File: src/rtl/mux_n_to_1_reg_if.sv
// mux_n_to_1_reg_if
// Bundles the producer-side channels and the consumer-side output stage of
// mux_n_to_1_reg.
//   master : the environment (producers + consumer + mode/sel control)
//   slave  : the mux itself
// Signals:
//   mode      0 = select-steered, 1 = round-robin
//   sel       channel index used in mode 0
//   in_data   channel i at [i*WIDTH +: WIDTH]
//   in_valid  per-channel valid
//   in_ready  per-channel ready (combinational)
//   out_data  registered data
//   out_valid registered valid
//   out_ready consumer ready
//   out_src   channel that supplied out_data
//   xfer_cnt  saturating count of accepted input transfers
interface mux_n_to_1_reg_if #(
  parameter int WIDTH  = 16,
  parameter int NUM_IN = 4,
  parameter int SEL_W  = 2
);
  logic                    mode;
  logic [SEL_W-1:0]        sel;
  logic [NUM_IN*WIDTH-1:0] in_data;
  logic [NUM_IN-1:0]       in_valid;
  logic [NUM_IN-1:0]       in_ready;
  logic [WIDTH-1:0]        out_data;
  logic                    out_valid;
  logic                    out_ready;
  logic [SEL_W-1:0]        out_src;
  logic [15:0]             xfer_cnt;

  modport master (
    output mode, sel, in_data, in_valid, out_ready,
    input  in_ready, out_data, out_valid, out_src, xfer_cnt
  );

  modport slave (
    input  mode, sel, in_data, in_valid, out_ready,
    output in_ready, out_data, out_valid, out_src, xfer_cnt
  );
endinterface

File: src/rtl/mux_n_to_1_reg.sv
// mux_n_to_1_reg
// Selects one of NUM_IN WIDTH-bit channels, either by an explicit select
// (mode 0) or by round-robin arbitration among valid channels (mode 1), and
// delivers it through a single registered valid/ready output stage.
// Ports:
//   clk  rising-edge clock
//   rst  asynchronous active-high reset
//   bus  mux_n_to_1_reg_if.slave (channels, output stage, mode/sel, counter)
module mux_n_to_1_reg #(
  parameter int WIDTH  = 16,
  parameter int NUM_IN = 4,
  parameter int SEL_W  = 2
) (
  input  logic            clk,
  input  logic            rst,
  mux_n_to_1_reg_if.slave bus
);

  logic [WIDTH-1:0] ch_data [NUM_IN];

  genvar gi;
  generate
    for (gi = 0; gi < NUM_IN; gi++) begin : g_ch
      assign ch_data[gi] = bus.in_data[gi*WIDTH +: WIDTH];
    end
  endgenerate

  logic [SEL_W-1:0]  ptr_q, ptr_d;
  logic              out_valid_q, out_valid_d;
  logic [WIDTH-1:0]  out_data_q, out_data_d;
  logic [SEL_W-1:0]  out_src_q, out_src_d;
  logic [15:0]       xfer_cnt_q, xfer_cnt_d;

  logic              load;
  logic              xfer;
  logic              grant_any;
  logic [NUM_IN-1:0] grant;
  logic [SEL_W-1:0]  grant_idx;

  // The output register may take a word when empty or when it drains now.
  assign load = !out_valid_q || bus.out_ready;
  assign xfer = load && grant_any;

  // Grant selection. Every grant implies the granted channel is valid.
  always_comb begin : grant_logic
    int cand;
    cand      = 0;
    grant     = '0;
    grant_any = 1'b0;
    grant_idx = '0;
    if (!bus.mode) begin
      // Loop compare instead of direct indexing keeps sel >= NUM_IN harmless.
      for (int i = 0; i < NUM_IN; i++) begin
        if (int'(bus.sel) == i && bus.in_valid[i]) begin
          grant[i]  = 1'b1;
          grant_any = 1'b1;
          grant_idx = SEL_W'(i);
        end
      end
    end else begin
      // Search ptr, ptr+1, ... wrapping at NUM_IN; first valid wins.
      for (int k = 0; k < NUM_IN; k++) begin
        cand = int'(ptr_q) + k;
        if (cand >= NUM_IN) cand = cand - NUM_IN;
        if (!grant_any && bus.in_valid[cand]) begin
          grant[cand] = 1'b1;
          grant_any   = 1'b1;
          grant_idx   = SEL_W'(cand);
        end
      end
    end
  end

  always_comb begin : next_state
    out_valid_d = load ? grant_any : out_valid_q;
    out_data_d  = out_data_q;
    out_src_d   = out_src_q;
    ptr_d       = ptr_q;
    xfer_cnt_d  = xfer_cnt_q;
    if (xfer) begin
      for (int i = 0; i < NUM_IN; i++) begin
        if (grant[i]) out_data_d = ch_data[i];
      end
      out_src_d = grant_idx;
      // Wrap explicitly at NUM_IN-1, which need not be a power of two.
      ptr_d = (int'(grant_idx) == NUM_IN - 1) ? '0 : grant_idx + SEL_W'(1);
      if (xfer_cnt_q != 16'hFFFF) xfer_cnt_d = xfer_cnt_q + 16'd1;
    end
  end

  always_ff @(posedge clk or posedge rst) begin
    if (rst) begin
      out_valid_q <= 1'b0;
      out_data_q  <= '0;
      out_src_q   <= '0;
      ptr_q       <= '0;
      xfer_cnt_q  <= '0;
    end else begin
      out_valid_q <= out_valid_d;
      out_data_q  <= out_data_d;
      out_src_q   <= out_src_d;
      ptr_q       <= ptr_d;
      xfer_cnt_q  <= xfer_cnt_d;
    end
  end

  assign bus.in_ready  = load ? grant : '0;
  assign bus.out_data  = out_data_q;
  assign bus.out_valid = out_valid_q;
  assign bus.out_src   = out_src_q;
  assign bus.xfer_cnt  = xfer_cnt_q;

endmodule

File: src/flat_wrapper.sv
// flat-port wrapper written by rule: the top's interface ports become plain ports
module mux_n_to_1_reg_flat 
#(
  parameter int WIDTH  = 16,
  parameter int NUM_IN = 4,
  parameter int SEL_W  = 2
)
  (clk, rst, bus_mode, bus_sel, bus_in_data, bus_in_valid, bus_out_ready, bus_in_ready, bus_out_data, bus_out_valid, bus_out_src, bus_xfer_cnt);
  mux_n_to_1_reg_if #(.WIDTH(WIDTH), .NUM_IN(NUM_IN), .SEL_W(SEL_W)) bus_i ();
  input  logic clk;
  input  logic rst;
  input wire logic [$bits(bus_i.mode)-1:0] bus_mode;
  input wire logic [$bits(bus_i.sel)-1:0] bus_sel;
  input wire logic [$bits(bus_i.in_data)-1:0] bus_in_data;
  input wire logic [$bits(bus_i.in_valid)-1:0] bus_in_valid;
  input wire logic [$bits(bus_i.out_ready)-1:0] bus_out_ready;
  output wire logic [$bits(bus_i.in_ready)-1:0] bus_in_ready;
  output wire logic [$bits(bus_i.out_data)-1:0] bus_out_data;
  output wire logic [$bits(bus_i.out_valid)-1:0] bus_out_valid;
  output wire logic [$bits(bus_i.out_src)-1:0] bus_out_src;
  output wire logic [$bits(bus_i.xfer_cnt)-1:0] bus_xfer_cnt;
  assign bus_i.mode = bus_mode;
  assign bus_i.sel = bus_sel;
  assign bus_i.in_data = bus_in_data;
  assign bus_i.in_valid = bus_in_valid;
  assign bus_i.out_ready = bus_out_ready;
  assign bus_in_ready = bus_i.in_ready;
  assign bus_out_data = bus_i.out_data;
  assign bus_out_valid = bus_i.out_valid;
  assign bus_out_src = bus_i.out_src;
  assign bus_xfer_cnt = bus_i.xfer_cnt;
  mux_n_to_1_reg #(.WIDTH(WIDTH), .NUM_IN(NUM_IN), .SEL_W(SEL_W)) u_core (.clk(clk), .rst(rst), .bus(bus_i));
endmodule
File: config.mk
export PLATFORM = sky130hd
export DESIGN_NAME = mux_n_to_1_reg_flat
export DESIGN_NICKNAME = d
export VERILOG_FILES = /design/src/rtl/mux_n_to_1_reg_if.sv /design/src/rtl/mux_n_to_1_reg.sv /design/src/flat_wrapper.sv
export SDC_FILE = /design/constraint.sdc
export NUM_CORES = 1
export LEC_CHECK = 0
export BUFFER_PORTS_ARGS = -buffer_cell sky130_fd_sc_hd__buf_4
export CAP_MARGIN = 5
export CORE_ASPECT_RATIO = 1.4
export CORE_MARGIN = 2
export CORE_UTILIZATION = 41
export CTS_CLUSTER_DIAMETER = 80
export DETAILED_ROUTE_END_ITERATION = 10
export HOLD_SLACK_MARGIN = 0.02
export PLACE_DENSITY = 0.7
export SYNTH_ARGS = -nofsm -noshare
export SYNTH_HDL_FRONTEND = slang
export SYNTH_SLANG_ARGS = --single-unit
File: constraint.sdc
create_clock -name clk -period 3.35 [get_ports clk]
set_input_delay 0.1675 -clock clk [delete_from_list [all_inputs] [get_ports clk]]
set_output_delay 0.1675 -clock clk [all_outputs]
set_load 0.02 [all_outputs]
After elaboration in Yosys (flattened, before gate mapping). Cells that the tools add are included.

Logic and storage cells: 120. Bits in registers: 37. Input port bits: 74. Output and inout bits: 39.

Equal/unequal tests: 5. Add/subtract/negate cells: 9. Reduce and logical (&&, ||, !) cells: 21. Bitwise gates (word level): 3. Mux-type cells: 65. Magnitude comparators: 12.

Operators with widths (number): 32-bit 2-to-1 mux (8); 32-bit by 1-bit >= comparator with 1-bit output, second input constant (4); 32-bit by 4-bit < comparator with 1-bit output, second input constant (4); 32-bit by 4-bit >= comparator with 1-bit output, second input constant (3); 32-bit by 4-bit subtractor with 32-bit output, second input constant (3); 16-bit 2-to-1 mux (4); 4-bit 2-to-1 mux (9); 1-bit 2-to-1 mux (28); 16-bit by 1-bit adder with 16-bit output, second input constant (1); 2-bit 2-to-1 mux (8); 16-bit inequality test, second input constant (1); 1-bit logical AND (12); 4-bit bitwise OR (3); 1-bit binary-select mux with 2-bit select (4); 1-bit demux with 2-bit select (4); 2-bit by 2-bit adder with 3-bit output, second input constant (2); 2-bit by 1-bit == test with 1-bit output, second input constant (2); 2-bit == test, second input constant (2); 1-bit logical NOT (4); 2-bit AND reduction (2); 4-bit nonzero test (1); 2-bit by 3-bit subtractor with 4-bit output, second input constant (1); 2-bit by 1-bit adder with 3-bit output, second input constant (1); 2-bit by 3-bit >= comparator with 1-bit output, second input constant (1); other kinds (3) (3).

Logic depth before layout (Yosys ltp).
Depth after elaboration: 24. Gate-level depth with buffers: 12. Depth with buffers taken out: 9.

Least setup slack after synthesis. Ideal clock, no wire load.

Kind: reg2reg. From: register u_core.ptr_q[1]. To: register u_core.out_data_q[0] (netlist: u_core.bus.out_data[0]). Arrival time: 2.701 ns. Cell stages (with the launch flop): 12. Buffers on the path: 2. Period minus slack after synthesis: 2.783 ns. Slack: 0.567 ns. Required time: 3.269 ns. Library setup time: 0.081 ns. Cell sequence: dfrtp_1 > inv_1 > ha_1 > buf_2 > and3b_1 > o211ai_1 > a21oi_1 > o41ai_4 > buf_2 > o21ai_0 > a21o_1 > a31oi_2.

Word-level cells in the longest chain between the ends: 23.

RTL lines: start, declared (line mux_n_to_1_reg.sv:28) `logic [SEL_W-1:0] ptr_q, ptr_d;`; start signal, assigned (line mux_n_to_1_reg.sv:102) `ptr_q <= ptr_d;`; branches (longest 23 deep; another with 32-bit by 4-bit subtractor with 32-bit output); end signal, assigned (line mux_n_to_1_reg.sv:100) `out_data_q <= out_data_d;`; end, declared (line mux_n_to_1_reg.sv:30) `logic [WIDTH-1:0] out_data_q, out_data_d;`.

Parallel ways; which one is timed is not known. The select of a mux whose other input is x is not followed. A chain may end at the register's enable or synchronous reset.

Final worst setup path.
From: register u_core.ptr_q[1]. To: output bus_in_ready[2].

Word-level cells in the longest chain between the ends: 21.

RTL lines: branches (longest 18 deep; another with 32-bit by 4-bit subtractor with 32-bit output); 4-bit 2-to-1 mux (*) (line mux_n_to_1_reg.sv:65) `if (!grant_any && bus.in_valid[cand]) begin`; 4-bit 2-to-1 mux (*) (line mux_n_to_1_reg.sv:51) `if (!bus.mode) begin`; 4-bit 2-to-1 mux (*) (line mux_n_to_1_reg.sv:107) `assign bus.in_ready = load ? grant : '0;`; end, declared (line flat_wrapper.sv:17) `output wire logic [$bits(bus_i.in_ready)-1:0] bus_in_ready;`.

Every way passes the cells marked *. The select of a mux whose other input is x is not followed.

==> impl_metrics.py <==
metrics = {
    "outcome": {
        "status": "finished clean",
    },
    "synth": {
        "ys_ff_latch": 37,
        "synth-edff-count": 0,
        "yosysSeqAreaShare": 0.3320,
        "yosys_warnings": 0,
        "synth-async-reset-ratio": 1.000,
        "synth_top_area_frac": 0.3320,
        "syn_avg_cell_area_um2": 8.968,
        "synthFlopType": "dfrtp_1",
        "syn_nets": 392,
        "yosys.area.top_type": "dfrtp_1",
        "synth_area_um2": 2789,
        "ys_types": 54,
        "ys_top_cells_by_area": "dfrtp_1, mux2i_1, a21o_1, nand2_1, xnor2_1",
        "syn_inst": 311,
    },
    "clock_tree": {
        "cts_root_buffer": "clkbuf_8",
        "clk_pin_slew_worst_paths_ns": 0.08,
        "clk_path_buf_depth": 2,
        "cts_tree": "yes",
        "h-tree-depth": 2,
        "numCtsBuffers": 5,
        "ctsResizeCount": 0,
        "clock_sinks": 37,
        "clkLatencyLatePin_ns": 0.29,
        "cts_setup_buffers": 0,
    },
    "detailed_routing": {
        "initialDrtViolationCount": 205,
        "wl_um": 7683,
        "drc": 0,
        "drtAntennaViolNets": 0,
        "vias": 2695,
        "firstDrtPassIters": 4,
        "detail_route.wl_per_cell_um": 15.55,
        "avgViaCountPerCell": 5.455,
    },
    "global_routing": {
        "antenna_found_initial": 0,
        "grt-ovfl-total": 0,
        "grt_max_degree": 38,
        "grt_util_all_layers": 0.2123,
        "grt_pass1_wl_um": 12560,
        "grt_pass1_vias": 2671,
    },
    "finish": {
        "final_cells": 494,
        "fin_nets": 500,
        "nFillCells": 617,
        "stdcell_area_um2": 3780,
        "area_growth_pct": 35.53,
        "drive_above_1_share": 0.3619,
        "n_antenna_cell": 0,
    },
    "timing": {
        "rsz0062_at_grt": "no",
        "worst_pin_slew_ns": 0.5897,
        "fmax_mhz": 318.8,
        "tns_ns": 0,
        "slew_headroom": 0.6057,
        "finalCritPeriodShare": 0.9365,
        "fin_skew_ns": 0.01053,
        "setup_viol": 0,
        "period_minus_slack_ns": 3.137,
        "hold_viol_final": 0,
        "slew_violations": 0,
    },
    "placement": {
        "dpl_cell_area_um2": 3676,
        "globalplace.congestion": 0.8228,
        "post-dp-hpwl_um": 5735,
        "io_buffers": 112,
        "dp_cells": 485,
    },
    "die": {
        "core_area_um2": 6569,
        "rows": 35,
        "boundaryPins": 113,
        "die_w_um": 73.71,
        "start_util": 0.4246,
        "die_h_um": 101.6,
        "die-area_um2": 7487,
    },
    "setup_path": {
        "path_max_fanout": 33,
        "path_cells": "inv_1 > ha_1 > mux4_2 > nand2_1 > o21ai_1 > o41ai_4 > buf_4 > nor2_1 > buf_4",
        "crit_type": "reg -> out",
        "arrival_ns": 2.97,
        "crit_top_cell": "buf_4",
        "cp-end-kind": "primary output",
        "slowest_stage": "mux4_2",
        "cp_data_required_time_ns": 3.18,
        "critPathLaunchType": "flip-flop",
        "max_stage_delay_ns": 0.66,
    },
    "min_path": {
        "hold_class": "in -> reg",
    },
    "pwr": {
        "power_density_nw_per_um2": 666.3,
        "peakVddDrop_uv": 379.3,
        "leakage_uw": 0.001804,
    },
    "flow_run": {
        "drv_cap": 0,
    },
}
state kept, by name (all words and copies together) (netlist names):
signal / flops
u_core.bus.out_valid: 1
u_core.ptr_q: 2
u_core.bus.out_data: 16
u_core.bus.xfer_cnt: 16
u_core.bus.out_src: 2
final timing paths:
check	slack (ns)	startpoint	to	cells past startpoint
worst max-delay path	0.21	u_core.ptr_q[1]	bus_in_ready[2]	9
worst min-delay path	0.14	bus_in_data[51]	u_core.bus.out_data[3]	3
worst max register to register	0.31	u_core.ptr_q[1]	u_core.bus.out_data[1]	10
worst min register to register	0.49	u_core.bus.out_src[0]	u_core.bus.out_src[0]	2
max in group asynchronous	2.46	rst	u_core.bus.out_data[6]	4
min in group asynchronous	0.54	rst	u_core.bus.out_data[2]	4
per-stage QoR:
| step | hold slack, ns | util | setup WS, ns | power (µW) |
|---|---|---|---|---|
| after global placement | 0.3245 | 0.5596 | 0.4101 | 2168 |
| after detailed placement | 0.3259 | 0.5596 | 0.3680 | 2198 |
| after global routing | 0.1381 | 0.5754 | 0.006772 | 2709 |
| after CTS | 0.1306 | 0.5754 | 0.2181 | 2535 |
| final | 0.1367 | 0.5754 | 0.2128 | 2518 |
| after floorplan | 0.3152 | - | 0.5674 | 1690 |
synthesized netlist by cell type (all sizes together) (4+ instances only):
cell type  number
a21o           18
a21oi           9
a31oi          20
and3            4
buf            14
clkbuf          7
dfrtp          37
ha              7
inv            12
mux2i          18
nand2          33
nand2b          5
nand3           6
nand4           4
nor2           29
nor2b           4
nor3b           5
o21ai          26
xnor2          13
repair_timing:
action                                  4_1_cts  5_1_grt
endpoints found under the setup margin        0        1
endpoints found under the hold margin        37        0
hold buffers                                  1        0
report_power, final:
group	internal, µW	switching [µW]	leakage [µW]
Combinational	649	817	0.00132
Clock	150	178	0.0000447
Sequential	604	121	0.000439
final cells by class:
| class | count | area [µm²] | area share |
|---|---|---|---|
| inverter | 12 | 45.04 | 0.01192 |
| multi-input combinational | 241 | 1704 | 0.4508 |
| clock inverter | 3 | 25.02 | 0.006620 |
| timing repair buffer | 122 | 918.4 | 0.2430 |
| tap | 74 | 92.59 | 0.02450 |
| clock buffer | 5 | 68.82 | 0.01821 |
| sequential | 37 | 925.9 | 0.2450 |
cell usage in the layout, fill, tap and decap left out, drive strengths merged, types with 7 or more instances in the layout:
cell type,instances
o21ai,26
a21o,18
a21oi,9
inv,13
xnor2,13
dfrtp,37
nor2,29
ha,7
mux2i,18
buf,121
nand2,33
a31oi,20
worst max-delay path, delay by kind of cell (launching register included):
kind            cells  cell delay, ns
simple gates        2            0.18
flops               1            0.35
buf+inv             3            0.63
fa+ha+maj           1            0.50
compound gates      2            0.35
mux                 1            0.66
layer usage:
layer | GRT usage | up-vias | part of all wire
li1 | - | 1326 | -
met4 | 0.06713 | 0 | 0.014
met3 | 0.04179 | 6 | 0.055
met5 | 0 | - | 0
met2 | 0.3578 | 86 | 0.52
met1 | 0.2710 | 1277 | 0.42
logic make-up after synthesis:
logic type,share of synthesized area
buf+inv,0.06191
xor+xnor,0.04711
mux,0.09690
fa+ha+maj,0.03140
flops,0.3320
compound gates,0.2490
simple gates,0.1817
No activity file was read; power rests on OpenSTA's default activity.
